===== src/rtl/mmu_xlate_sched.sv =====
// mmu_xlate_sched
//   Shared virtual-to-physical translation scheduler for the instruction-fetch
//   and data-memory requesters. One translation is in flight at a time.
//   kseg0/kseg1 are resolved directly. kuseg/kseg2/kseg3 are looked up in the
//   external TLB through a request/ack handshake. User-mode accesses to the
//   upper half of the address space raise an address error.
//
//   Ports
//     clk, rst                   clock, synchronous active-high reset
//     i_req/i_vaddr/i_user       instruction-side request (held until i_done)
//     d_req/d_vaddr/d_user       data-side request (held until d_done)
//     cp0_kseg0_uncached         kseg0 cacheability (sampled at grant)
//     i_done, d_done             one-cycle completion pulse per requester
//     resp_paddr/_uncached/_fault shared response bus, valid with a done pulse
//     tlb_req/tlb_vpn            TLB lookup request, held until tlb_ack
//     tlb_ack/_hit/_pfn/_uncached TLB result
//
//   Build option
//     MMU_RR_ARB_EN  defined: round-robin between simultaneous requesters,
//                    data side first after reset.
//                    undefined: fixed priority, data always wins.
module mmu_xlate_sched #(
  parameter int VPN_W = 20,
  parameter int PFN_W = 20
) (
  input  logic             clk,
  input  logic             rst,
  input  logic             i_req,
  input  logic [31:0]      i_vaddr,
  input  logic             i_user,
  input  logic             d_req,
  input  logic [31:0]      d_vaddr,
  input  logic             d_user,
  input  logic             cp0_kseg0_uncached,
  output logic             i_done,
  output logic             d_done,
  output logic [31:0]      resp_paddr,
  output logic             resp_uncached,
  output logic [1:0]       resp_fault,
  output logic             tlb_req,
  output logic [VPN_W-1:0] tlb_vpn,
  input  logic             tlb_ack,
  input  logic             tlb_hit,
  input  logic [PFN_W-1:0] tlb_pfn,
  input  logic             tlb_uncached
);

  typedef enum logic [1:0] {IDLE, LOOKUP, DONE} state_t;

  localparam logic [1:0] FAULT_NONE = 2'd0;
  localparam logic [1:0] FAULT_ADDR = 2'd1;
  localparam logic [1:0] FAULT_MISS = 2'd2;

  state_t            state;
  logic              gnt_d;
  logic [11:0]       off_q;
  logic [31:0]       res_paddr;
  logic              res_uncached;
  logic [1:0]        res_fault;

  logic              any_req;
  logic              sel_d;
  logic [31:0]       sel_vaddr;
  logic              sel_user;
  logic [PFN_W+11:0] tlb_paddr;

  assign any_req = i_req | d_req;

`ifdef MMU_RR_ARB_EN
  // last_d=1 means the data side won the previous grant; cleared by reset so
  // the data side wins the first contested grant.
  logic last_d;

  always_comb sel_d = d_req & (~i_req | ~last_d);

  always_ff @(posedge clk) begin
    if (rst) begin
      last_d <= 1'b0;
    end else if (state == IDLE && any_req) begin
      last_d <= sel_d;
    end
  end
`else
  always_comb sel_d = d_req;
`endif

  always_comb begin
    sel_vaddr = sel_d ? d_vaddr : i_vaddr;
    sel_user  = sel_d ? d_user  : i_user;
  end

  assign tlb_paddr = {tlb_pfn, off_q};

  always_ff @(posedge clk) begin
    if (rst) begin
      state         <= IDLE;
      gnt_d         <= 1'b0;
      off_q         <= '0;
      res_paddr     <= '0;
      res_uncached  <= 1'b0;
      res_fault     <= FAULT_NONE;
      i_done        <= 1'b0;
      d_done        <= 1'b0;
      resp_paddr    <= '0;
      resp_uncached <= 1'b0;
      resp_fault    <= FAULT_NONE;
      tlb_req       <= 1'b0;
      tlb_vpn       <= '0;
    end else begin
      i_done <= 1'b0;
      d_done <= 1'b0;
      case (state)
        IDLE: begin
          if (any_req) begin
            gnt_d <= sel_d;
            off_q <= sel_vaddr[11:0];
            if (sel_user && sel_vaddr[31]) begin
              res_paddr    <= '0;
              res_uncached <= 1'b0;
              res_fault    <= FAULT_ADDR;
              state        <= DONE;
            end else if (sel_vaddr[31:29] == 3'b100) begin
              res_paddr    <= {3'b000, sel_vaddr[28:0]};
              res_uncached <= cp0_kseg0_uncached;
              res_fault    <= FAULT_NONE;
              state        <= DONE;
            end else if (sel_vaddr[31:29] == 3'b101) begin
              res_paddr    <= {3'b000, sel_vaddr[28:0]};
              res_uncached <= 1'b1;
              res_fault    <= FAULT_NONE;
              state        <= DONE;
            end else begin
              tlb_req <= 1'b1;
              tlb_vpn <= sel_vaddr[31 -: VPN_W];
              state   <= LOOKUP;
            end
          end
        end
        LOOKUP: begin
          // No timeout: the TLB is trusted to answer eventually.
          if (tlb_ack) begin
            tlb_req <= 1'b0;
            if (tlb_hit) begin
              res_paddr    <= 32'(tlb_paddr);
              res_uncached <= tlb_uncached;
              res_fault    <= FAULT_NONE;
            end else begin
              res_paddr    <= '0;
              res_uncached <= 1'b0;
              res_fault    <= FAULT_MISS;
            end
            state <= DONE;
          end
        end
        DONE: begin
          // Response bus is only updated here, so it holds between pulses.
          i_done        <= ~gnt_d;
          d_done        <= gnt_d;
          resp_paddr    <= res_paddr;
          resp_uncached <= res_uncached;
          resp_fault    <= res_fault;
          state         <= IDLE;
        end
        default: state <= IDLE;
      endcase
    end
  end

endmodule

===== config.mk =====
export PLATFORM = sky130hd
export DESIGN_NAME = mmu_xlate_sched
export DESIGN_NICKNAME = d
export VERILOG_FILES = /design/src/rtl/mmu_xlate_sched.sv
export SDC_FILE = /design/constraint.sdc
export NUM_CORES = 1
export LEC_CHECK = 0
export CORE_ASPECT_RATIO = 1.2
export CORE_UTILIZATION = 50
export CTS_CLUSTER_DIAMETER = 60
export DETAILED_ROUTE_END_ITERATION = 16
export PLACE_DENSITY = 0.86
export SYNTH_ARGS = -nofsm -noshare
export SYNTH_HDL_FRONTEND = slang
export SYNTH_SLANG_ARGS = --single-unit

===== constraint.sdc =====
create_clock -name clk -period 2.5 [get_ports clk]
set_clock_uncertainty 0.05 [all_clocks]
set_input_delay 0.625 -clock clk [delete_from_list [all_inputs] [get_ports clk]]
set_output_delay 0.625 -clock clk [all_outputs]
set_load 0.02 [all_outputs]

# Word level (Yosys, flattened, before mapping)
# Index checks and enable logic that the tools add are counted.
# word_totals
in_bits,94
reg_bits,108
elab_cells,73
# classes
eq_ne,10
bitwise_logic,6
n_reduce_logical,9
muxes,35
# ops
op,n
$mux W32,7
$pmux W32 S2,1
$mux W2,11
$mux W1,12
$ne A2 B2 Y1 const B,5
$pmux W2 S2,2
$eq A3 B3 Y1 const B,2
$reduce_and A6 Y1,1
$not A1 Y1,5
$reduce_and A5 Y1,1
$ne A4 B4 Y1 const B,1
$pmux W1 S2,2
$reduce_and A2 Y1,2
$reduce_and A4 Y1,1
$eq A2 B1 Y1 const B,1
$eq A2 B2 Y1 const B,1
$logic_not A2 Y1,1
$reduce_bool A2 Y1,1
$reduce_or A2 Y1,1
$logic_and A1 B1 Y1,1
$or A1 B1 Y1,1

# Depth between registers and ports, before layout
# Gate-level depths: netlist of run 1.
# logic_depth
word_depth,7
mapped_depth,6

# Least setup slack after synthesis of run 1
# OpenSTA, ideal clock, no wires.
# synth_timing
path_type,input to register
start,input port d_req
end,register res_paddr[13]
slack_ps,586
arrival_time_ps,1718
required_time_ps,2304
cell_stages,6
cell_sequence,buf_4 > and3b_1 > a31o_2 > o21ai_2 > buf_2 > a221oi_1
# synth_via
elab_chain_cells,6
word_cells_on_any_way,14
# synth_lines
element,line,text
start: declaration,31,"input logic d_req,"
$mux W32,88,sel_vaddr = sel_d ? d_vaddr : i_vaddr;
$eq A3 B3 Y1 or $mux W32 (tied branches),"122, 127",
$mux W32,122,end else if (sel_vaddr[31:29] == 3'b100) begin
$mux W32,117,if (sel_user && sel_vaddr[31]) begin
$mux W32,114,if (any_req) begin
$pmux W32 S2,112,case (state)
end signal: assignment,123,"res_paddr <= {3'b000, sel_vaddr[28:0]};"
end signal: assignment,128,"res_paddr <= {3'b000, sel_vaddr[28:0]};"
end signal: assignment,144,res_paddr <= 32'(tlb_paddr);
end: declaration,57,logic [31:0] res_paddr;
# Parallel ways exist; a longest one is shown, timed or not. The select of a mux whose other input is x is not followed.
# A chain may end at the register's enable or synchronous reset.

# Worst setup path after layout of run 1
# layout_timing
start,input port i_req
end,register res_paddr[23]
# layout_via
elab_chain_cells,3
# layout_lines
element,line,text
start: declaration,28,"input logic i_req,"
$or A1 B1 Y1,67,assign any_req = i_req | d_req;
$ne A2 B2 Y1 (no line),--,
$reduce_and A4 Y1 (no line),--,
# No other way between the ends.

==> impl_metrics.json, run 1 <==
{
  "grt_max_degree": 42,
  "dp_slack_ns": -0.01664,
  "ios": 152,
  "grt_pass1_wl_microns": 21010,
  "synth-warning-count": 0,
  "wl_microns": 13160,
  "drt_iter0_markers": 287,
  "p_seq_share_pct": 46.6,
  "fmax_mhz": 467.6,
  "clock_path_buffers": 2,
  "fin_hold_ws_ns": 0.4112,
  "fin_crit_ns": 2.139,
  "max_stage_delay_ns": 0.44,
  "maxSlewHeadroom_pct": 69.20,
  "dpl.hpwl_microns": 9617,
  "viasPerCell": 5.661,
  "multi_input_area_sq_um": 2220,
  "n_fill_cell": 691,
  "cts_made_buffers": 9,
  "die_h_microns": 108.7,
  "p_clk_share_pct": 23.6,
  "seq_area_sq_um": 2162,
  "areaGrowthSynthToFinish_pct": 38.57,
  "crit_required_ns": 2.73,
  "fin_crit_sh_pct": 85.55,
  "async_flop_share_pct": 0,
  "drive_above_1_share_pct": 8.023,
  "ant_nets": 0,
  "clk-insertion-delay-late_ns": 0.38,
  "p_int_uw": 2899,
  "synth-seq-area-share_pct": 45.56,
  "cts_setup_buffers": 0,
  "synth_top_flop_cell": "dfxtp_1",
  "cts_root_buffer": "clkbuf_8",
  "synthesis.area_sq_um": 4746,
  "detail_route.wl_per_cell_microns": 16.08,
  "antenna_cells": 0,
  "p_per_area_nw_per_um2": 662.8,
  "core_sq_um": 9129,
  "crit_path_max_fanout": 16,
  "arrival_ns": 2.36,
  "htreeDepth": 3,
  "cts.hold.buffers_added": 0,
  "finalSetupTns_ns": 0,
  "setup_ws_ns": 0.3614,
  "synth_nets": 655,
  "slowest_stage": "clkdlybuf4s50_1",
  "final_area_sq_um": 6576,
  "crit_chain": "clkdlybuf4s50_1, nor3_1, or3_1, buf_4, a21oi_1, a221oi_1",
  "fin_nets": 787,
  "p_leak_uw": 0.002433,
  "antenna_found_initial": 0,
  "pwr-share-comb_pct": 29.8,
  "grt_pass1_vias": 4317,
  "status": "completed",
  "slew_violations": 0,
  "grt-ovfl-total": 0,
  "worst_setup_path_start_kind": "input port",
  "cts_tree": "built",
  "rsz0062_at_grt": "no",
  "drtPass1Iterations": 6,
  "num_vias": 4631,
  "ys_types": 39,
  "worst_slew_pin_slew_ns": 0.4620,
  "synth_edf_count": 0,
  "gp_congestion": 0.9652,
  "clk_pin_slew_worst_paths_ns": 0.11,
  "die_area_sq_um": 9887,
  "path_class": "in2reg",
  "grt_use_total_pct": 26.69,
  "route.detailed.drc": 0,
  "cts.repair.resized": 0,
  "portBuffers": 151,
  "switchingPower_uw": 1460,
  "synth_cells": 561,
  "switching_share_pct": 33.50,
  "place_area_sq_um": 6386,
  "start_util_pct": 51.99,
  "maxCapViolCount": 0,
  "setup_viol": 0,
  "num_rows": 38,
  "ir_drop_mv": 0.4349,
  "synth.avg_cell_area_sq_um": 8.460,
  "hold_class": "reg2reg",
  "synth_seq_cells": 108,
  "hold_viol_final": 0,
  "die_w_microns": 90.94,
  "end_kind": "flip-flop",
  "clkSinkCount": 108
}
==> worst paths after layout <==
path,to,slack (ns),depth (start not counted),start
hold / removal,resp_paddr[27]$_SDFFE_PP0N_,0.41,2,res_paddr[27]$_SDFFE_PP0P_
hold reg to reg,resp_paddr[27]$_SDFFE_PP0N_,0.41,2,res_paddr[27]$_SDFFE_PP0P_
setup / recovery,res_paddr[23]$_SDFFE_PP0P_,0.36,6,i_req
setup reg to reg,res_paddr[23]$_SDFFE_PP0P_,0.51,5,state[0]$_SDFFE_PP0P_
==> cell usage after synthesis, types with 4 or more instances <==
master | n | area share, %
clkbuf_1 | 26 | 2.1
nand2_1 | 75 | 5.9
nor2_1 | 45 | 3.6
a221oi_1 | 25 | 4.6
o21a_1 | 4 | 0.63
dfxtp_1 | 108 | 46
a21oi_1 | 67 | 7.1
a31oi_1 | 19 | 2.5
o21ai_0 | 29 | 3.1
a211oi_1 | 31 | 4.9
inv_1 | 32 | 2.5
buf_2 | 22 | 2.3
a221oi_2 | 4 | 1.3
mux2i_1 | 36 | 7.6
==> logic make-up (layout without fill, tap and decap cells) <==
| kind of cell | Yosys count | after routing | synth area share (%) |
|---|---|---|---|
| multiplexers | 36 | 36 | 7.593 |
| buffers and inverters | 86 | 223 | 7.857 |
| AND/OR/NAND/NOR | 142 | 142 | 12.92 |
| AO/OA/AOI/OAI | 189 | 189 | 26.07 |
| flip-flops | 108 | 108 | 45.56 |
==> critical path, delay by kind of cell <==
| family | cells | cell delay (ns) |
|---|---|---|
| and+or+nand+nor | 2 | 0.62 |
| buffers and inverters | 2 | 0.71 |
| AOI/OAI and AO/OA | 2 | 0.39 |
==> metal layers <==
metal,track usage [%],vias to the layer above,wire length (microns)
li1,-,2243,-
met4,13.27,0,442
met5,0,-,0
met2,43.72,185,6477
met3,3.905,31,640
met1,34.66,2172,5598
==> power by group through the flow <==
stage / Sequential [uW] / Clock [uW] / Combinational (uW)
2_1_floorplan: 2130 / 0 / 683
3_3_place_gp: 2060 / 0 / 1240
3_5_place_dp: 2070 / 0 / 1280
4_1_cts: 2030 / 1040 / 1290
5_1_grt: 2050 / 1110 / 1400
6_report: 2030 / 1030 / 1300
==> sequential cells by signal (all words and copies together), names as in the netlist, 2 cells and up <==
signal      cells
tlb_vpn        20
resp_fault      2
state           2
res_fault       2
res_paddr      32
off_q          12
resp_paddr     32
==> layout make-up <==
type,count,share of cell area [%]
Multi-Input combinational cell,367,33.75
Timing Repair Buffer,175,26.37
Inverter,32,1.826
Tap cell,120,2.283
Clock buffer,9,1.884
Clock inverter,7,1.008
Sequential cell,108,32.88
==> placed cells by master, fill, tap and decap left out, types with 2 or more instances in the layout <==
master	n
clkdlybuf4s50_1	149
dfxtp_1	108
nand2_1	75
a21oi_1	67
nor2_1	45
mux2i_1	36
inv_1	32
a211oi_1	31
o21ai_0	29
a221oi_1	25
buf_4	21
a31oi_1	19
clkbuf_8	9
o21a_1	4
a221oi_2	4
buf_12	4
or3_1	3
nand3_1	3
clkinv_4	3
nand2b_1	2
nor3_1	2
and3b_1	2
a31o_2	2
nor3_4	2
inv_6	2
inv_8	2
==> stage by stage <==
step	std cells	power, uW	util [%]
4_1_cts	818	4353	72.04
3_3_place_gp	802	3296	69.96
5_1_grt	818	4561	72.04
2_1_floorplan	561	2814	-
3_5_place_dp	802	3347	69.96
6_report	818	4359	72.04
No activity file was read; power rests on OpenSTA's default activity.
==> run 2: changes to the inputs <==
--- a/config.mk
+++ b/config.mk
@@ -9,6 +9,7 @@
 export CORE_UTILIZATION = 50
 export CTS_CLUSTER_DIAMETER = 60
 export DETAILED_ROUTE_END_ITERATION = 16
+export GPL_ROUTABILITY_DRIVEN = 0
 export PLACE_DENSITY = 0.86
 export SYNTH_ARGS = -nofsm -noshare
 export SYNTH_HDL_FRONTEND = slang
==> results of run 2 <==
Final layout, timing and power as in run 1 (identical DEF).
